**config.mk**
```make
export PLATFORM = sky130hd
export DESIGN_NAME = store_queue_fwd
export DESIGN_NICKNAME = d
export VERILOG_FILES = /design/src/rtl/store_queue_fwd.sv
export SDC_FILE = /design/constraint.sdc
export NUM_CORES = 2
export LEC_CHECK = 0
export BUFFER_PORTS_ARGS = -buffer_cell sky130_fd_sc_hd__buf_4
export CAP_MARGIN = 0
export CELL_PAD_IN_SITES_DETAIL_PLACEMENT = 0
export CELL_PAD_IN_SITES_GLOBAL_PLACEMENT = 2
export CORE_ASPECT_RATIO = 0.8
export CORE_MARGIN = 2
export CORE_UTILIZATION = 44
export CTS_BUF_LIST = sky130_fd_sc_hd__clkbuf_4 sky130_fd_sc_hd__clkbuf_8
export DETAILED_ROUTE_END_ITERATION = 12
export HOLD_SLACK_MARGIN = 0.08
export PLACE_DENSITY = 0.84
export SKIP_CTS_REPAIR_TIMING = 1
export SYNTH_ARGS = -nofsm -noshare
export SYNTH_HDL_FRONTEND = slang
export SYNTH_SLANG_ARGS = --single-unit
```
**constraint.sdc**
```tcl
create_clock -name clk_i -period 42 [get_ports clk_i]
set_clock_uncertainty 0.05 [all_clocks]
set_input_delay 2.1 -clock clk_i [delete_from_list [all_inputs] [get_ports clk_i]]
set_output_delay 2.1 -clock clk_i [all_outputs]
set_load 0.02 [all_outputs]
```
**src/rtl/store_queue_fwd.sv**
```systemverilog
// Store queue with a speculative FIFO feeding a commit FIFO that drains to memory.
// Loads look up both FIFOs combinationally and either forward the youngest
// matching store's data or stall when that store's bytes do not cover the load.
module store_queue_fwd #(
   parameter int unsigned SPEC_DEPTH   = 4,
   parameter int unsigned COMMIT_DEPTH = 4,
   parameter int unsigned DATA_W       = 64,
   parameter int unsigned ADDR_W       = 56
) (
   input  logic                clk_i,
   input  logic                rst_i,
   input  logic                flush_i,
   input  logic                valid_i,
   output logic                ready_o,
   input  logic [ADDR_W-1:0]   paddr_i,
   input  logic [DATA_W-1:0]   data_i,
   input  logic [DATA_W/8-1:0] be_i,
   input  logic [1:0]          size_i,
   input  logic                commit_i,
   output logic                commit_ready_o,
   output logic                no_st_pending_o,
   input  logic                ld_valid_i,
   input  logic [ADDR_W-1:0]   ld_paddr_i,
   input  logic [DATA_W/8-1:0] ld_be_i,
   output logic                fwd_hit_o,
   output logic [DATA_W-1:0]   fwd_data_o,
   output logic                ld_stall_o,
   output logic                mem_req_o,
   input  logic                mem_gnt_i,
   output logic [ADDR_W-1:0]   mem_addr_o,
   output logic [DATA_W-1:0]   mem_data_o,
   output logic [DATA_W/8-1:0] mem_be_o,
   output logic [1:0]          mem_size_o
);
   localparam int unsigned BE_W = DATA_W / 8;
   localparam int unsigned SPW  = $clog2(SPEC_DEPTH);
   localparam int unsigned CPW  = $clog2(COMMIT_DEPTH);
   localparam int unsigned OFF  = $clog2(BE_W);
   localparam logic [SPW:0] SPEC_FULL   = (SPW+1)'(SPEC_DEPTH);
   localparam logic [CPW:0] COMMIT_FULL = (CPW+1)'(COMMIT_DEPTH);

   logic [SPW-1:0]    spec_rd_q, spec_rd_d, spec_wr_q, spec_wr_d;
   logic [SPW:0]      spec_cnt_q, spec_cnt_d;
   logic [CPW-1:0]    cq_rd_q, cq_rd_d, cq_wr_q, cq_wr_d;
   logic [CPW:0]      commit_cnt_q, commit_cnt_d;

   logic [ADDR_W-1:0] sq_addr_q [SPEC_DEPTH];
   logic [DATA_W-1:0] sq_data_q [SPEC_DEPTH];
   logic [BE_W-1:0]   sq_be_q   [SPEC_DEPTH];
   logic [1:0]        sq_size_q [SPEC_DEPTH];
   logic              sq_vld_q  [SPEC_DEPTH];
   logic [ADDR_W-1:0] cq_addr_q [COMMIT_DEPTH];
   logic [DATA_W-1:0] cq_data_q [COMMIT_DEPTH];
   logic [BE_W-1:0]   cq_be_q   [COMMIT_DEPTH];
   logic [1:0]        cq_size_q [COMMIT_DEPTH];
   logic              cq_vld_q  [COMMIT_DEPTH];

   logic push, commit_fire, gnt_fire;

   // Handshakes: a commit frees a speculative slot in the same cycle
   assign commit_ready_o  = commit_cnt_q < COMMIT_FULL;
   assign commit_fire     = commit_i & commit_ready_o & (spec_cnt_q != '0);
   assign ready_o         = (spec_cnt_q < SPEC_FULL) | commit_fire;
   assign push            = valid_i & ready_o & ~flush_i;
   assign mem_req_o       = cq_vld_q[cq_rd_q];
   assign gnt_fire        = mem_gnt_i & mem_req_o;
   assign no_st_pending_o = (commit_cnt_q == '0);
   assign mem_addr_o      = cq_addr_q[cq_rd_q];
   assign mem_data_o      = cq_data_q[cq_rd_q];
   assign mem_be_o        = cq_be_q[cq_rd_q];
   assign mem_size_o      = cq_size_q[cq_rd_q];

   // Pointer and occupancy next-state; flush resets the speculative FIFO after any commit
   always_comb begin
      spec_rd_d    = spec_rd_q;
      spec_wr_d    = spec_wr_q;
      cq_rd_d      = cq_rd_q;
      cq_wr_d      = cq_wr_q;
      if (commit_fire) spec_rd_d = spec_rd_q + SPW'(1);
      if (push)        spec_wr_d = spec_wr_q + SPW'(1);
      if (commit_fire) cq_wr_d   = cq_wr_q + CPW'(1);
      if (gnt_fire)    cq_rd_d   = cq_rd_q + CPW'(1);
      spec_cnt_d   = spec_cnt_q + (SPW+1)'(push) - (SPW+1)'(commit_fire);
      commit_cnt_d = commit_cnt_q + (CPW+1)'(commit_fire) - (CPW+1)'(gnt_fire);
      if (flush_i) begin
         spec_wr_d  = spec_rd_d;
         spec_cnt_d = '0;
      end
   end

   // Queue state and entry storage
   always_ff @(posedge clk_i or posedge rst_i) begin
      if (rst_i) begin
         spec_rd_q    <= '0;
         spec_wr_q    <= '0;
         spec_cnt_q   <= '0;
         cq_rd_q      <= '0;
         cq_wr_q      <= '0;
         commit_cnt_q <= '0;
         for (int i = 0; i < SPEC_DEPTH; i++) begin
            sq_addr_q[i] <= '0;
            sq_data_q[i] <= '0;
            sq_be_q[i]   <= '0;
            sq_size_q[i] <= '0;
            sq_vld_q[i]  <= 1'b0;
         end
         for (int i = 0; i < COMMIT_DEPTH; i++) begin
            cq_addr_q[i] <= '0;
            cq_data_q[i] <= '0;
            cq_be_q[i]   <= '0;
            cq_size_q[i] <= '0;
            cq_vld_q[i]  <= 1'b0;
         end
      end else begin
         spec_rd_q    <= spec_rd_d;
         spec_wr_q    <= spec_wr_d;
         spec_cnt_q   <= spec_cnt_d;
         cq_rd_q      <= cq_rd_d;
         cq_wr_q      <= cq_wr_d;
         commit_cnt_q <= commit_cnt_d;
         // Clear before set so a push into the slot just committed keeps its valid bit
         if (commit_fire) sq_vld_q[spec_rd_q] <= 1'b0;
         if (flush_i) begin
            for (int i = 0; i < SPEC_DEPTH; i++) sq_vld_q[i] <= 1'b0;
         end
         if (push) begin
            sq_addr_q[spec_wr_q] <= paddr_i;
            sq_data_q[spec_wr_q] <= data_i;
            sq_be_q[spec_wr_q]   <= be_i;
            sq_size_q[spec_wr_q] <= size_i;
            sq_vld_q[spec_wr_q]  <= 1'b1;
         end
         if (gnt_fire) cq_vld_q[cq_rd_q] <= 1'b0;
         if (commit_fire) begin
            cq_addr_q[cq_wr_q] <= sq_addr_q[spec_rd_q];
            cq_data_q[cq_wr_q] <= sq_data_q[spec_rd_q];
            cq_be_q[cq_wr_q]   <= sq_be_q[spec_rd_q];
            cq_size_q[cq_wr_q] <= sq_size_q[spec_rd_q];
            cq_vld_q[cq_wr_q]  <= 1'b1;
         end
      end
   end

   // Load lookup: walk oldest to youngest so the last match is the youngest;
   // speculative entries are younger than every committed one, so they override
   always_comb begin
      logic [CPW-1:0]    cidx;
      logic [SPW-1:0]    sidx;
      logic              match, push_match;
      logic [DATA_W-1:0] sel_data;
      logic [BE_W-1:0]   sel_be;
      cidx       = '0;
      sidx       = '0;
      match      = 1'b0;
      sel_data   = '0;
      sel_be     = '0;
      fwd_hit_o  = 1'b0;
      fwd_data_o = '0;
      ld_stall_o = 1'b0;
      for (int k = 0; k < COMMIT_DEPTH; k++) begin
         cidx = cq_rd_q + CPW'(k);
         if (cq_vld_q[cidx] && cq_addr_q[cidx][ADDR_W-1:OFF] == ld_paddr_i[ADDR_W-1:OFF]) begin
            match    = 1'b1;
            sel_data = cq_data_q[cidx];
            sel_be   = cq_be_q[cidx];
         end
      end
      for (int k = 0; k < SPEC_DEPTH; k++) begin
         sidx = spec_rd_q + SPW'(k);
         if (sq_vld_q[sidx] && sq_addr_q[sidx][ADDR_W-1:OFF] == ld_paddr_i[ADDR_W-1:OFF]) begin
            match    = 1'b1;
            sel_data = sq_data_q[sidx];
            sel_be   = sq_be_q[sidx];
         end
      end
      push_match = push && (paddr_i[ADDR_W-1:OFF] == ld_paddr_i[ADDR_W-1:OFF]);
      if (ld_valid_i) begin
         if (push_match || (match && ((ld_be_i & ~sel_be) != '0))) begin
            ld_stall_o = 1'b1;
         end else if (match) begin
            fwd_hit_o  = 1'b1;
            fwd_data_o = sel_data;
         end
      end
   end
endmodule

```
==> out/metrics.cfg <==
[status]
status = completed

[finish]
nNetsFinal = 6940
final_core_util_pct = 48.8
fin_cells = 9172
area_delta_synth_final_pct = 10.3
final_layout_size_suffix_gt1_share_pct = 36.2

[synthesis]
synth.distinct_cells = 87
synthArstFlopShare_pct = 100
synth_fp_nets = 6885
synth-edff-count = 0
synthCells = 6662
ys_seq_elements = 1062
synth.cell_area_um2 = 76900
ys.flop_type = dfrtp_1
syn_area_per_cell_um2 = 11.5
yosysSeqAreaShare_pct = 34.6
yosysWarnings = 0

[sta]
tightest_slew_ns = 1.31
finalHoldViolCount = 0
slew_viol_final = 0
clock.fmax_ghz = 0.0768
setup_viol_count_final = 0
period_share_pct = 31.0
rsz0062_at_grt = no
fin_tns_setup_ns = 0
layout_setup_ws_ns = 28.98
finalCriticalPeriod_ns = 13.02
relSlewSlack_pct = 12.2

[detailed_routing]
routedWlPerCell_um = 31.7
wirelength_mm = 291
via_count = 60700
viasPerCell = 6.62
ant_nets = 0
drt_iter0_drc = 7256
firstDrtPassIters = 6
drc = 0

[run]
drv_cap = 0

[floorplan]
die-area_um2 = 178000
coreArea_um2 = 174000
die-height_um = 378
die_w_um = 471
initial_core_util_pct = 44.2
row_count = 137
io_pins = 401

[global_route]
grt_max_degree = 164
overflow = 0
grt_pass1_vias = 58700
grt_pass1_wl_mm = 423
antenna_found_initial = 37
grtUsageTotal_pct = 32.2

[power_and_ir_drop]
cellPowerDensity_nw_per_um2 = 95.2
finalPower_uw = 8070
peakVddDrop_v = 0.0000902
leakage_uw = 0.0345

[place]
routabilityCongestion = 0.990
port_buffers = 397
dp_hpwl_mm = 195
dp_slack_ns = 30.31
dp_cells = 8820

[cts]
htree_levels = 4
clk_latency_ns = 0.97
cts_tree = yes
clock_sinks = 1062
root_buffer = clkbuf_8
clkTransAtPathRegs_ns = 0.07
ctsLongestPathBuffers = 3
cts_buffers = 188

[critical_path]
crit_required_ns = 39.85
path_max_fanout = 113
start_kind = flop
crit_arrival_ns = 10.87
critical_path_class = flop to primary output
endpoint_kind = primary output

[hold_path]
hp-class = flop to flop

## path summary, 6_finish.rpt
kind / slack, ns / cells after the start / startpoint / end
worst max-delay path: 28.98 / 19 / cq_rd_q[0] / fwd_data_o[5]
worst min-delay path: 0.45 / 1 / cq_addr_q[114] / cq_addr_q[114]
worst max register to register: 37.63 / 8 / commit_cnt_q[2] / sq_data_q[136]
worst min register to register: 0.45 / 1 / cq_addr_q[114] / cq_addr_q[114]
max in group asynchronous: 34.94 / 8 / rst_i / cq_data_q[209]
min in group asynchronous: 1.24 / 2 / rst_i / sq_addr_q[55]
## area by class of cell
type / instances / area [µm²]
diodes: 25 / 62.6
clock buffers: 289 / 3600
clock inverters: 38 / 304
fillers: 15600 / 89200
inverters: 202 / 771
multi-input cells: 4772 / 46800
flip-flops and latches: 1062 / 26600
well taps: 2293 / 2870
repair buffers: 491 / 3820
## routing by layer
| metal | wire length [µm] | global-route usage [%] | share of wire, % | vias to the layer above |
|---|---|---|---|---|
| met5 | 96 | 0 | 0.033 | - |
| met2 | 123000 | 45.3 | 42 | 3154 |
| met1 | 120000 | 44.6 | 41 | 31400 |
| met4 | 12600 | 13.3 | 4.3 | 14 |
| li1 | - | - | - | 25500 |
| met3 | 35200 | 12.0 | 12 | 591 |
## cells in the mapped netlist (68+ instances only)
cell       instances  area [µm²]
inv_1            195         732
buf_1             69         259
mux4_2           736       16600
o21ai_0          696        3480
a31oi_1           69         432
and2_1            73         457
dfrtp_1         1062       26600
xor2_1            80         701
nand4_1           73         457
o2111ai_1         75         657
xnor2_1          322        2820
nand3_1          100         500
mux2i_1          376        3760
o221a_2           68         766
mux2_2           783        8820
buf_2            118         591
nand2_1          770        2890
clkbuf_1         371        1390
## critical path, cell delays in order, from the launching register on
cell	delay, ns
dfrtp_4	1.03
inv_2	0.13
ha_4	0.46
buf_4	0.58
buf_12	0.57
mux2i_1	0.76
o221ai_1	0.19
a2111oi_0	0.98
nand4_1	0.50
nor3_4	0.28
buf_4	0.56
buf_4	0.65
a21boi_0	0.18
a2111o_1	0.47
a21oi_1	0.16
nand4b_1	0.12
buf_4	0.29
buf_4	0.47
a311oi_1	0.86
buf_4	0.29
## cells in the final DEF (no fill, tap or decap), types with 38 or more instances in the layout
master and count:
dfrtp_1 1058, mux2_2 783, nand2_1 763, mux4_2 736, o21ai_0 692, buf_4 480
mux2i_1 376, xnor2_1 322, clkbuf_8 229, inv_1 193, nand3_1 100, xor2_1 80
o2111ai_1 75, nand4_1 73, and2_1 73, a31oi_1 69, o221a_2 68, clkbuf_4 60
nor2_1 53, a311oi_2 40, nor4_1 38
## kinds of logic after synthesis
group | synth area share [%]
buffers and inverters | 4.72
adder cells (fa/ha/maj) | 0.378
AO/OA/AOI/OAI | 10.7
XOR/XNOR | 4.58
AND/OR/NAND/NOR | 7.04
flip-flops | 34.6
multiplexers | 38.0
## flip-flops by register name, summed over array words and instances, names as in the netlist, 3 cells and up
name	cells
cq_size_q	8
sq_addr_q	224
commit_cnt_q	3
sq_be_q	32
cq_data_q	256
sq_data_q	256
sq_size_q	8
cq_addr_q	224
cq_be_q	32
cq_vld_q	4
sq_vld_q	4
spec_cnt_q	3
## report_power, final
group	internal, µW	switching [µW]
sequential	1510	608
clock	552	480
combinational	2320	2600
total	4380	3690
## stage by stage
stage	cell area, µm²	hold slack, ns
finish	84800	0.452
global route	84800	0.457
CTS	84800	0.454
detailed placement	80900	0.442
global placement	80900	0.432
floorplan	76900	0.418
Power figures use the tool's default switching activity.
